===== config.mk =====
export PLATFORM = sky130hd
export DESIGN_NAME = imem_arbiter_flat
export DESIGN_NICKNAME = d
export VERILOG_FILES = /design/src/rtl/imem_arbiter_if.sv /design/src/rtl/imem_arbiter.sv /design/src/flat_wrapper.sv
export SDC_FILE = /design/constraint.sdc
export NUM_CORES = 1
export LEC_CHECK = 0
export CAP_MARGIN = 20
export CORE_MARGIN = 5
export CORE_UTILIZATION = 28
export CTS_CLUSTER_SIZE = 24
export DETAILED_ROUTE_END_ITERATION = 8
export PLACE_DENSITY = 0.73
export SYNTH_ARGS = -nofsm -noshare
export SYNTH_HDL_FRONTEND = slang
export SYNTH_SLANG_ARGS = --single-unit

===== constraint.sdc =====
create_clock -name clk -period 1.3 [get_ports clk]
set_input_delay 0.26 -clock clk [delete_from_list [all_inputs] [get_ports clk]]
set_output_delay 0.26 -clock clk [all_outputs]
set_load 0.01 [all_outputs]

===== src/rtl/imem_arbiter_if.sv =====
// Request/response and memory-port signals shared by the two refill engines and the arbiter.
// slave = arbiter side; master = requesters plus backing memory.
interface imem_arbiter_if #(
    parameter int WORD_SIZE = 32
);
    logic                 req0Valid;
    logic [31:0]          req0Address;
    logic [WORD_SIZE-1:0] resp0Data;
    logic                 resp0Ready;
    logic                 resp0Last;

    logic                 req1Valid;
    logic [31:0]          req1Address;
    logic [WORD_SIZE-1:0] resp1Data;
    logic                 resp1Ready;
    logic                 resp1Last;

    logic                 memReadRequest;
    logic [31:0]          memReadAddress;
    logic [WORD_SIZE-1:0] memDataIn;
    logic                 memDataReady;

    modport slave (
        input  req0Valid, req0Address, req1Valid, req1Address, memDataIn, memDataReady,
        output resp0Data, resp0Ready, resp0Last, resp1Data, resp1Ready, resp1Last,
               memReadRequest, memReadAddress
    );

    modport master (
        output req0Valid, req0Address, req1Valid, req1Address, memDataIn, memDataReady,
        input  resp0Data, resp0Ready, resp0Last, resp1Data, resp1Ready, resp1Last,
               memReadRequest, memReadAddress
    );
endinterface


===== src/rtl/imem_arbiter.sv =====
// Round-robin arbiter sharing one block-burst memory read port between two refill engines.
// Strobe one cycle after grant, beats forwarded with no latency; losers hold reqValid until the next IDLE.
module imem_arbiter #(
    parameter int BLOCK_WORDS = 4,
    parameter int WORD_SIZE   = 32
) (
    input  logic           clk,
    input  logic           reset,
    imem_arbiter_if.slave  bus,
    output logic           busy,
    output logic           grantId,
    output logic           protocolError
);
    localparam int                BEAT_W    = $clog2(BLOCK_WORDS);
    localparam int                OFF_W     = $clog2(BLOCK_WORDS * 4);
    localparam logic [BEAT_W-1:0] LAST_BEAT = BEAT_W'(BLOCK_WORDS - 1);
    localparam logic [31:0]       ADDR_MASK = ~((32'd1 << OFF_W) - 32'd1);

    typedef enum logic [1:0] {
        IDLE  = 2'd0,
        ISSUE = 2'd1,
        WAIT  = 2'd2,
        DONE  = 2'd3
    } state_t;

    state_t            state_q, state_d;
    logic              grant_q, grant_d;
    logic              last_grant_q, last_grant_d;
    logic [31:0]       addr_q, addr_d;
    logic [BEAT_W-1:0] beat_q, beat_d;
    logic              mem_req_q;
    logic              busy_q;
    logic              perr_q, perr_d;
    logic              pick;
    logic              beat_vld;

    assign beat_vld = (state_q == WAIT) && bus.memDataReady;
    // A tie goes to whoever did not win last time; otherwise the lone requester wins.
    assign pick     = (bus.req0Valid && bus.req1Valid) ? ~last_grant_q : bus.req1Valid;

    always_comb begin
        state_d      = state_q;
        grant_d      = grant_q;
        last_grant_d = last_grant_q;
        addr_d       = addr_q;
        beat_d       = beat_q;
        perr_d       = perr_q | (bus.memDataReady && (state_q != WAIT));
        case (state_q)
            IDLE: begin
                if (bus.req0Valid || bus.req1Valid) begin
                    state_d      = ISSUE;
                    grant_d      = pick;
                    last_grant_d = pick;
                    addr_d       = (pick ? bus.req1Address : bus.req0Address) & ADDR_MASK;
                end
            end
            ISSUE: begin
                state_d = WAIT;
                beat_d  = '0;
            end
            WAIT: begin
                if (beat_vld) begin
                    beat_d = beat_q + 1'b1;
                    if (beat_q == LAST_BEAT) begin
                        state_d = DONE;
                    end
                end
            end
            DONE:    state_d = IDLE;
            default: state_d = IDLE;
        endcase
    end

    always_ff @(posedge clk or negedge reset) begin
        if (!reset) begin
            state_q      <= IDLE;
            grant_q      <= 1'b0;
            last_grant_q <= 1'b1;
            addr_q       <= '0;
            beat_q       <= '0;
            mem_req_q    <= 1'b0;
            busy_q       <= 1'b0;
            perr_q       <= 1'b0;
        end else begin
            state_q      <= state_d;
            grant_q      <= grant_d;
            last_grant_q <= last_grant_d;
            addr_q       <= addr_d;
            beat_q       <= beat_d;
            mem_req_q    <= (state_d == ISSUE);
            busy_q       <= (state_d != IDLE);
            perr_q       <= perr_d;
        end
    end

    assign bus.memReadRequest = mem_req_q;
    assign bus.memReadAddress = addr_q;
    assign bus.resp0Data      = bus.memDataIn;
    assign bus.resp1Data      = bus.memDataIn;
    assign bus.resp0Ready     = beat_vld && !grant_q;
    assign bus.resp1Ready     = beat_vld &&  grant_q;
    assign bus.resp0Last      = bus.resp0Ready && (beat_q == LAST_BEAT);
    assign bus.resp1Last      = bus.resp1Ready && (beat_q == LAST_BEAT);

    assign busy          = busy_q;
    assign grantId       = grant_q;
    assign protocolError = perr_q;
endmodule


===== src/flat_wrapper.sv =====
// flat-port wrapper written by rule: the top's interface ports become plain ports
module imem_arbiter_flat 
#(
    parameter int BLOCK_WORDS = 4,
    parameter int WORD_SIZE   = 32
)
  (clk, reset, busy, grantId, protocolError, bus_req0Valid, bus_req0Address, bus_req1Valid, bus_req1Address, bus_memDataIn, bus_memDataReady, bus_resp0Data, bus_resp0Ready, bus_resp0Last, bus_resp1Data, bus_resp1Ready, bus_resp1Last, bus_memReadRequest, bus_memReadAddress);
  imem_arbiter_if #(.WORD_SIZE(WORD_SIZE)) bus_i ();
  input  logic clk;
  input  logic reset;
  output logic busy;
  output logic grantId;
  output logic protocolError;
  input wire logic [$bits(bus_i.req0Valid)-1:0] bus_req0Valid;
  input wire logic [$bits(bus_i.req0Address)-1:0] bus_req0Address;
  input wire logic [$bits(bus_i.req1Valid)-1:0] bus_req1Valid;
  input wire logic [$bits(bus_i.req1Address)-1:0] bus_req1Address;
  input wire logic [$bits(bus_i.memDataIn)-1:0] bus_memDataIn;
  input wire logic [$bits(bus_i.memDataReady)-1:0] bus_memDataReady;
  output wire logic [$bits(bus_i.resp0Data)-1:0] bus_resp0Data;
  output wire logic [$bits(bus_i.resp0Ready)-1:0] bus_resp0Ready;
  output wire logic [$bits(bus_i.resp0Last)-1:0] bus_resp0Last;
  output wire logic [$bits(bus_i.resp1Data)-1:0] bus_resp1Data;
  output wire logic [$bits(bus_i.resp1Ready)-1:0] bus_resp1Ready;
  output wire logic [$bits(bus_i.resp1Last)-1:0] bus_resp1Last;
  output wire logic [$bits(bus_i.memReadRequest)-1:0] bus_memReadRequest;
  output wire logic [$bits(bus_i.memReadAddress)-1:0] bus_memReadAddress;
  assign bus_i.req0Valid = bus_req0Valid;
  assign bus_i.req0Address = bus_req0Address;
  assign bus_i.req1Valid = bus_req1Valid;
  assign bus_i.req1Address = bus_req1Address;
  assign bus_i.memDataIn = bus_memDataIn;
  assign bus_i.memDataReady = bus_memDataReady;
  assign bus_resp0Data = bus_i.resp0Data;
  assign bus_resp0Ready = bus_i.resp0Ready;
  assign bus_resp0Last = bus_i.resp0Last;
  assign bus_resp1Data = bus_i.resp1Data;
  assign bus_resp1Ready = bus_i.resp1Ready;
  assign bus_resp1Last = bus_i.resp1Last;
  assign bus_memReadRequest = bus_i.memReadRequest;
  assign bus_memReadAddress = bus_i.memReadAddress;
  imem_arbiter #(.BLOCK_WORDS(BLOCK_WORDS), .WORD_SIZE(WORD_SIZE)) u_core (.clk(clk), .reset(reset), .bus(bus_i), .busy(busy), .grantId(grantId), .protocolError(protocolError));
endmodule

-- Word-level counts from Yosys, hierarchy flattened
Index checks and enable logic that the tools add are counted.
- reductions and logical operators: 14
- eq/ne operators: 7
- div/mod/pow operators: 0
- muxes and demuxes: 8
- order comparisons: 0
- add/subtract/negate cells: 1
- multiply operators: 0
- bitwise operators: 2
- shift-type cells: 0
- operators by type and width (cell ; number):
    $mux W32 ; 1
    $mux W2 ; 4
    $pmux W2 S4 ; 1
    $logic_and A1 B1 Y1 ; 7
    $eq A2 B2 Y1 const B ; 3
    $eq A2 B1 Y1 const B ; 2
    $pmux W2 S2 ; 1
    $reduce_and A2 Y1 ; 2
    $reduce_bool A2 Y1 ; 2
    $add A2 B1 Y2 const B ; 1
    $logic_not A2 Y1 ; 1
    $ne A2 B1 Y1 const B ; 1
    $ne A2 B2 Y1 const B ; 1
    $logic_not A1 Y1 ; 1
    $logic_or A1 B1 Y1 ; 1
    $mux W1 ; 1
    $not A1 Y1 ; 1
    $or A1 B1 Y1 ; 1
- memories: 0
- bits in read-only memories: 0
- bits in latches: 0
- bits of input ports: 101
- bits in writable memories: 0
- flip-flop bits (word level): 37
- word-level logic and storage cells: 40

-- Longest topological paths before layout
- depth in word-level cells: 5
- gate-level depth with buffers: 7

-- Least setup slack after synthesis
OpenSTA, ideal clock, no wires.
- path type: reg2reg
- from: register u_core.state_q[0]
- to: register u_core.addr_q[19], in the netlist u_core.bus.memReadAddress[19]
- slack: -0.093 ns
- stages on the path, launching flop included: 8
- data arrival time: 1.270 ns
- buffers on the path: 2
- cell sequence: dfrtp_1 -> inv_1 -> ha_1 -> o21ai_1 -> buf_4 -> buf_2 -> a21oi_1 -> a21oi_1
- cells in the longest elaborated chain, start to end: 2
- ends and longest elaborated chain (item ; RTL line ; source):
    start, declared ; imem_arbiter.sv:26 ; state_t state_q, state_d;
    start signal, assigned ; imem_arbiter.sv:85 ; state_q <= state_d;
    $logic_not A2 Y1 ; imem_arbiter.sv:48 ; case (state_q)
    $reduce_and A2 Y1 (no source line) ; -- ;
    end signal, assigned ; imem_arbiter.sv:88 ; addr_q <= addr_d;
    end, declared ; imem_arbiter.sv:29 ; logic [31:0] addr_q, addr_d;
No other way between the ends.
A chain may end at the register's enable or synchronous reset.

-- Worst setup path after layout
- from: register u_core.state_q[0]
- to: output port bus_resp0Last
- cells in the longest elaborated chain, start to end: 4
- ends and longest elaborated chain (item ; RTL line ; source):
    $eq A2 B2 Y1 ; imem_arbiter.sv:37 ; assign beat_vld = (state_q == WAIT) && bus.memDataReady;
    $logic_and A1 B1 Y1 ; imem_arbiter.sv:37 ;
    $logic_and A1 B1 Y1 ; imem_arbiter.sv:100 ; assign bus.resp0Ready = beat_vld && !grant_q;
    $logic_and A1 B1 Y1 ; imem_arbiter.sv:102 ; assign bus.resp0Last = bus.resp0Ready && (beat_q == LAST_BEAT);
    end, declared ; flat_wrapper.sv:22 ; output wire logic [$bits(bus_i.resp0Last)-1:0] bus_resp0Last;
No other way between the ends.

==> results by group <==
Logic synthesis
  – Top cells by area, synth: dfrtp_1 40%, buf_4 25%, a21oi_1 13%, nand2_1 5.2%, nor2_1 5.0%
  – Synth cell types: 27
  – Synthesized area: 0.00225 mm²
  – #FFs+latches synth: 37
  – Number of flops mapped to enable cells by yosys: 0
  – Async set or reset register ratio after synthesis: 100%
  – Main synth FF type: dfrtp_1
  – Synth top cells by count: 74 x buf_4, 58 x a21oi_1, 36 x dfrtp_1, 31 x nand2_1, 30 x nor2_1
  – Synth Warn #: 0
  – Average size of a mapped cell: 8.55 µm²
  – Most common cell in the netlist: buf_4
  – Post-synth top area share: 40.1%
  – Seq/Total Area, Yosys: 41.2%
  – Yosys top cell by area: dfrtp_1
  – Post-Syn Instances: 263

Floorplanning
  – Core area: 0.00777 mm²
  – Starting Density: 28.9%
  – Ports: 205
  – Die area: 0.00992 mm²
  – Die height: 99.6 µm
  – Die W: 99.6 µm
  – Rows: 32

Critical path
  – Worst EP required: 1.04 ns
  – CP max-delay cell: dfrtp_1
  – Crit. Startpoint: u_core.state_q[0]$_DFF_PN0_
  – CP Class: reg -> out
  – Crit-path max cell delay: around 0.39 ns
  – Reg2Reg Launch Point: u_core.state_q[1]$_DFF_PN0_
  – Buffers and inverters on the worst path: 2
  – RR Endpoint: u_core.bus.memReadAddress[11]$_DFFE_PN0P_
  – Critical Path AT: about 1.3 ns
  – Crit path launch type: flip-flop
  – R2R cell count: 8
  – CP max FO: 4
  – Critical-path cell list: inv_2 -> ha_4 -> nand2_2 -> nor2_4 -> and2_4 -> buf_6
  – Cell family with most CP delay: flip-flops
  – Critical Path End Type: primary output
  – R2r setup slk: -0.22 ns

Power and ir drop
  – Power density over the cells: 2100 mW/mm²
  – Pleak: 1.45 nW
  – Max VDD drop: 1.16 mV

Placed design
  – IO Port Bufs: 96
  – DP HPWL: 4.85 mm
  – Gpl congestion: 0.723
  – Pre-CTS WS: -0.578 ns

Route
  – Routed WL: 7.01 mm
  – DR DRC count: 0
  – Wire per inst: 16.5 µm
  – DRT Pass-1 Iters: 4
  – Number of vias per cell: between 4 and 5
  – DR iter-0 viols: 47
  – Total number of vias: approximately 1900
  – ANT nets after route: 0

GRT
  – Global route overflow: 0
  – Global-route wire length before repair: 10.4 mm
  – Initial antenna violation count: 0
  – Largest net degree at the start of global routing: 22
  – Vias in the first global route: 1996
  – Global Route Usage Sum: about 13%

Clocking
  – CTS clock-pin slew for the worst setup and hold paths: 0.08 ns
  – Clock root buffer master: clkbuf_8
  – Skew-Pair Late Insertion Delay: 0.29 ns
  – Clock sink count: 37
  – Clk buf depth: 2
  – Htree depth: 2
  – Num CTS Buffers: 5
  – CTS tree: done

Timing
  – Final hold viol count: 0
  – Fin Hold WS: 0.431 ns
  – Fmax: 638 MHz
  – Slew Limit Fails: 0
  – Clock skew after layout: 0.0105 ns
  – Finish-stage setup viols: 36
  – Fin worst setup slack: -0.269 ns
  – Final period util: 121%
  – Post-layout min period: 1.57 ns
  – RSZ-0062 raised after global routing: true

Cells and area
  – Register area: 927 µm²
  – Layout area overhead: 54.9%
  – Filler instances: 746
  – Multi-input gate area: 0.00102 mm²
  – Layout cells sized above 1: 30.7%
  – Fin nets: 428
  – Inserted Diodes: 0

Status
  – Outcome: finished with violations
  – Failing checks: negative setup slack

Flow run
  – Max cap viols: 0

Worst hold path
  – Hold Path Class: in -> async
==> logic make-up after synthesis <==
logic type,Yosys count,share of synthesized area [%]
mux,1,0.445
compound gates,69,16.6
simple gates,66,11.6
other cells,1,0.167
buf+inv,83,26.8
xor+xnor,1,0.390
flops,37,41.2
fa+ha+maj,5,2.78
==> worst reg2reg max path, cell delays in order (launching register included) <==
cell and delay (ns):
dfrtp_1 0.41, buf_4 0.15, buf_6 0.11, inv_6 0.06, ha_4 0.17, o21a_4 0.21
buf_6 0.16, nor2_1 0.05, a21oi_1 0.12
==> sequential cells by signal, indices dropped and copies added, names as in the netlist <==
signal and flops:
u_core.last_grant_q 1, u_core.protocolError 1, u_core.state_q 2, u_core.bus.memReadRequest 1, u_core.busy 1, u_core.bus.memReadAddress 28, u_core.grantId 1, u_core.beat_q 2
==> area by class of cell <==
cell class                      count  share of cell area, %
Sequential cell                    37                   26.6
Inverter                            3                  0.467
Multi-Input combinational cell    146                   29.4
Tap cell                          102                   3.67
Clock buffer                        7                   2.77
Timing Repair Buffer              129                   36.8
Clock inverter                      1                  0.252
==> what timing repair did <==
item / CTS / global route
hold buffers: 1 / 0
hold endpoints to repair: 15 / 0
cloned: 4 / 0
pin swaps: 16 / 6
setup endpoints to repair: 66 / 37
buffers inserted: 5 / 4
gates resized for setup: 109 / 24
==> where the power goes <==
group          leakage, nW  total (mW)  internal, mW  switching [mW]
logic                0.981        4.39          2.25            2.13
clock network       0.0549       0.928         0.490           0.438
registers            0.417        2.00          1.72           0.276
==> how the worst max path moves through the flow <==
stage	end	cells after the start
after global routing	bus_resp0Last	6
after CTS	bus_resp1Last	5
after global placement	bus_resp0Last	5
after detailed placement	bus_resp0Last	5
after floorplan	bus_resp0Last	5
final	bus_resp0Last	6
==> per-layer routing <==
layer	track usage (%)	part of all wire (%)
met5	0	0
met3	5.33	9.7
met4	5.04	2.3
met1	14.2	38
met2	23.8	50
==> stage by stage <==
stage	std cells	utilization [%]	cell area (µm²)	power (mW)	setup TNS [ns]
after floorplan	266	-	2280	3.90	-0.00956
after global placement	405	38.1	2960	5.45	-10.66
after detailed placement	405	38.1	2960	5.56	-11.16
after CTS	421	43.0	3340	7.06	-5.79
after global routing	425	44.8	3480	7.83	-9.24
final	425	44.8	3480	7.31	-6.31
==> layout by cell type (no fill, tap or decap), types with 2 or more instances in the layout <==
| master | netlist | final |
|---|---|---|
| a21oi_1 | 58 | 26 |
| nand2_1 | 31 | 30 |
| nor2_1 | 30 | 29 |
| buf_6 | 1 | 9 |
| a21oi_4 | 0 | 6 |
| ha_4 | 0 | 4 |
| buf_12 | 0 | 4 |
| o31ai_4 | 0 | 2 |
| inv_6 | 0 | 2 |
| conb_1 | 1 | 4 |
| clkdlybuf4s50_1 | 0 | 58 |
| dfrtp_1 | 36 | 36 |
| clkbuf_8 | 0 | 7 |
| buf_4 | 74 | 21 |
| and2_4 | 0 | 2 |
| dlygate4sd2_1 | 0 | 32 |
| a21oi_2 | 0 | 26 |
Power figures use the tool's default switching activity.
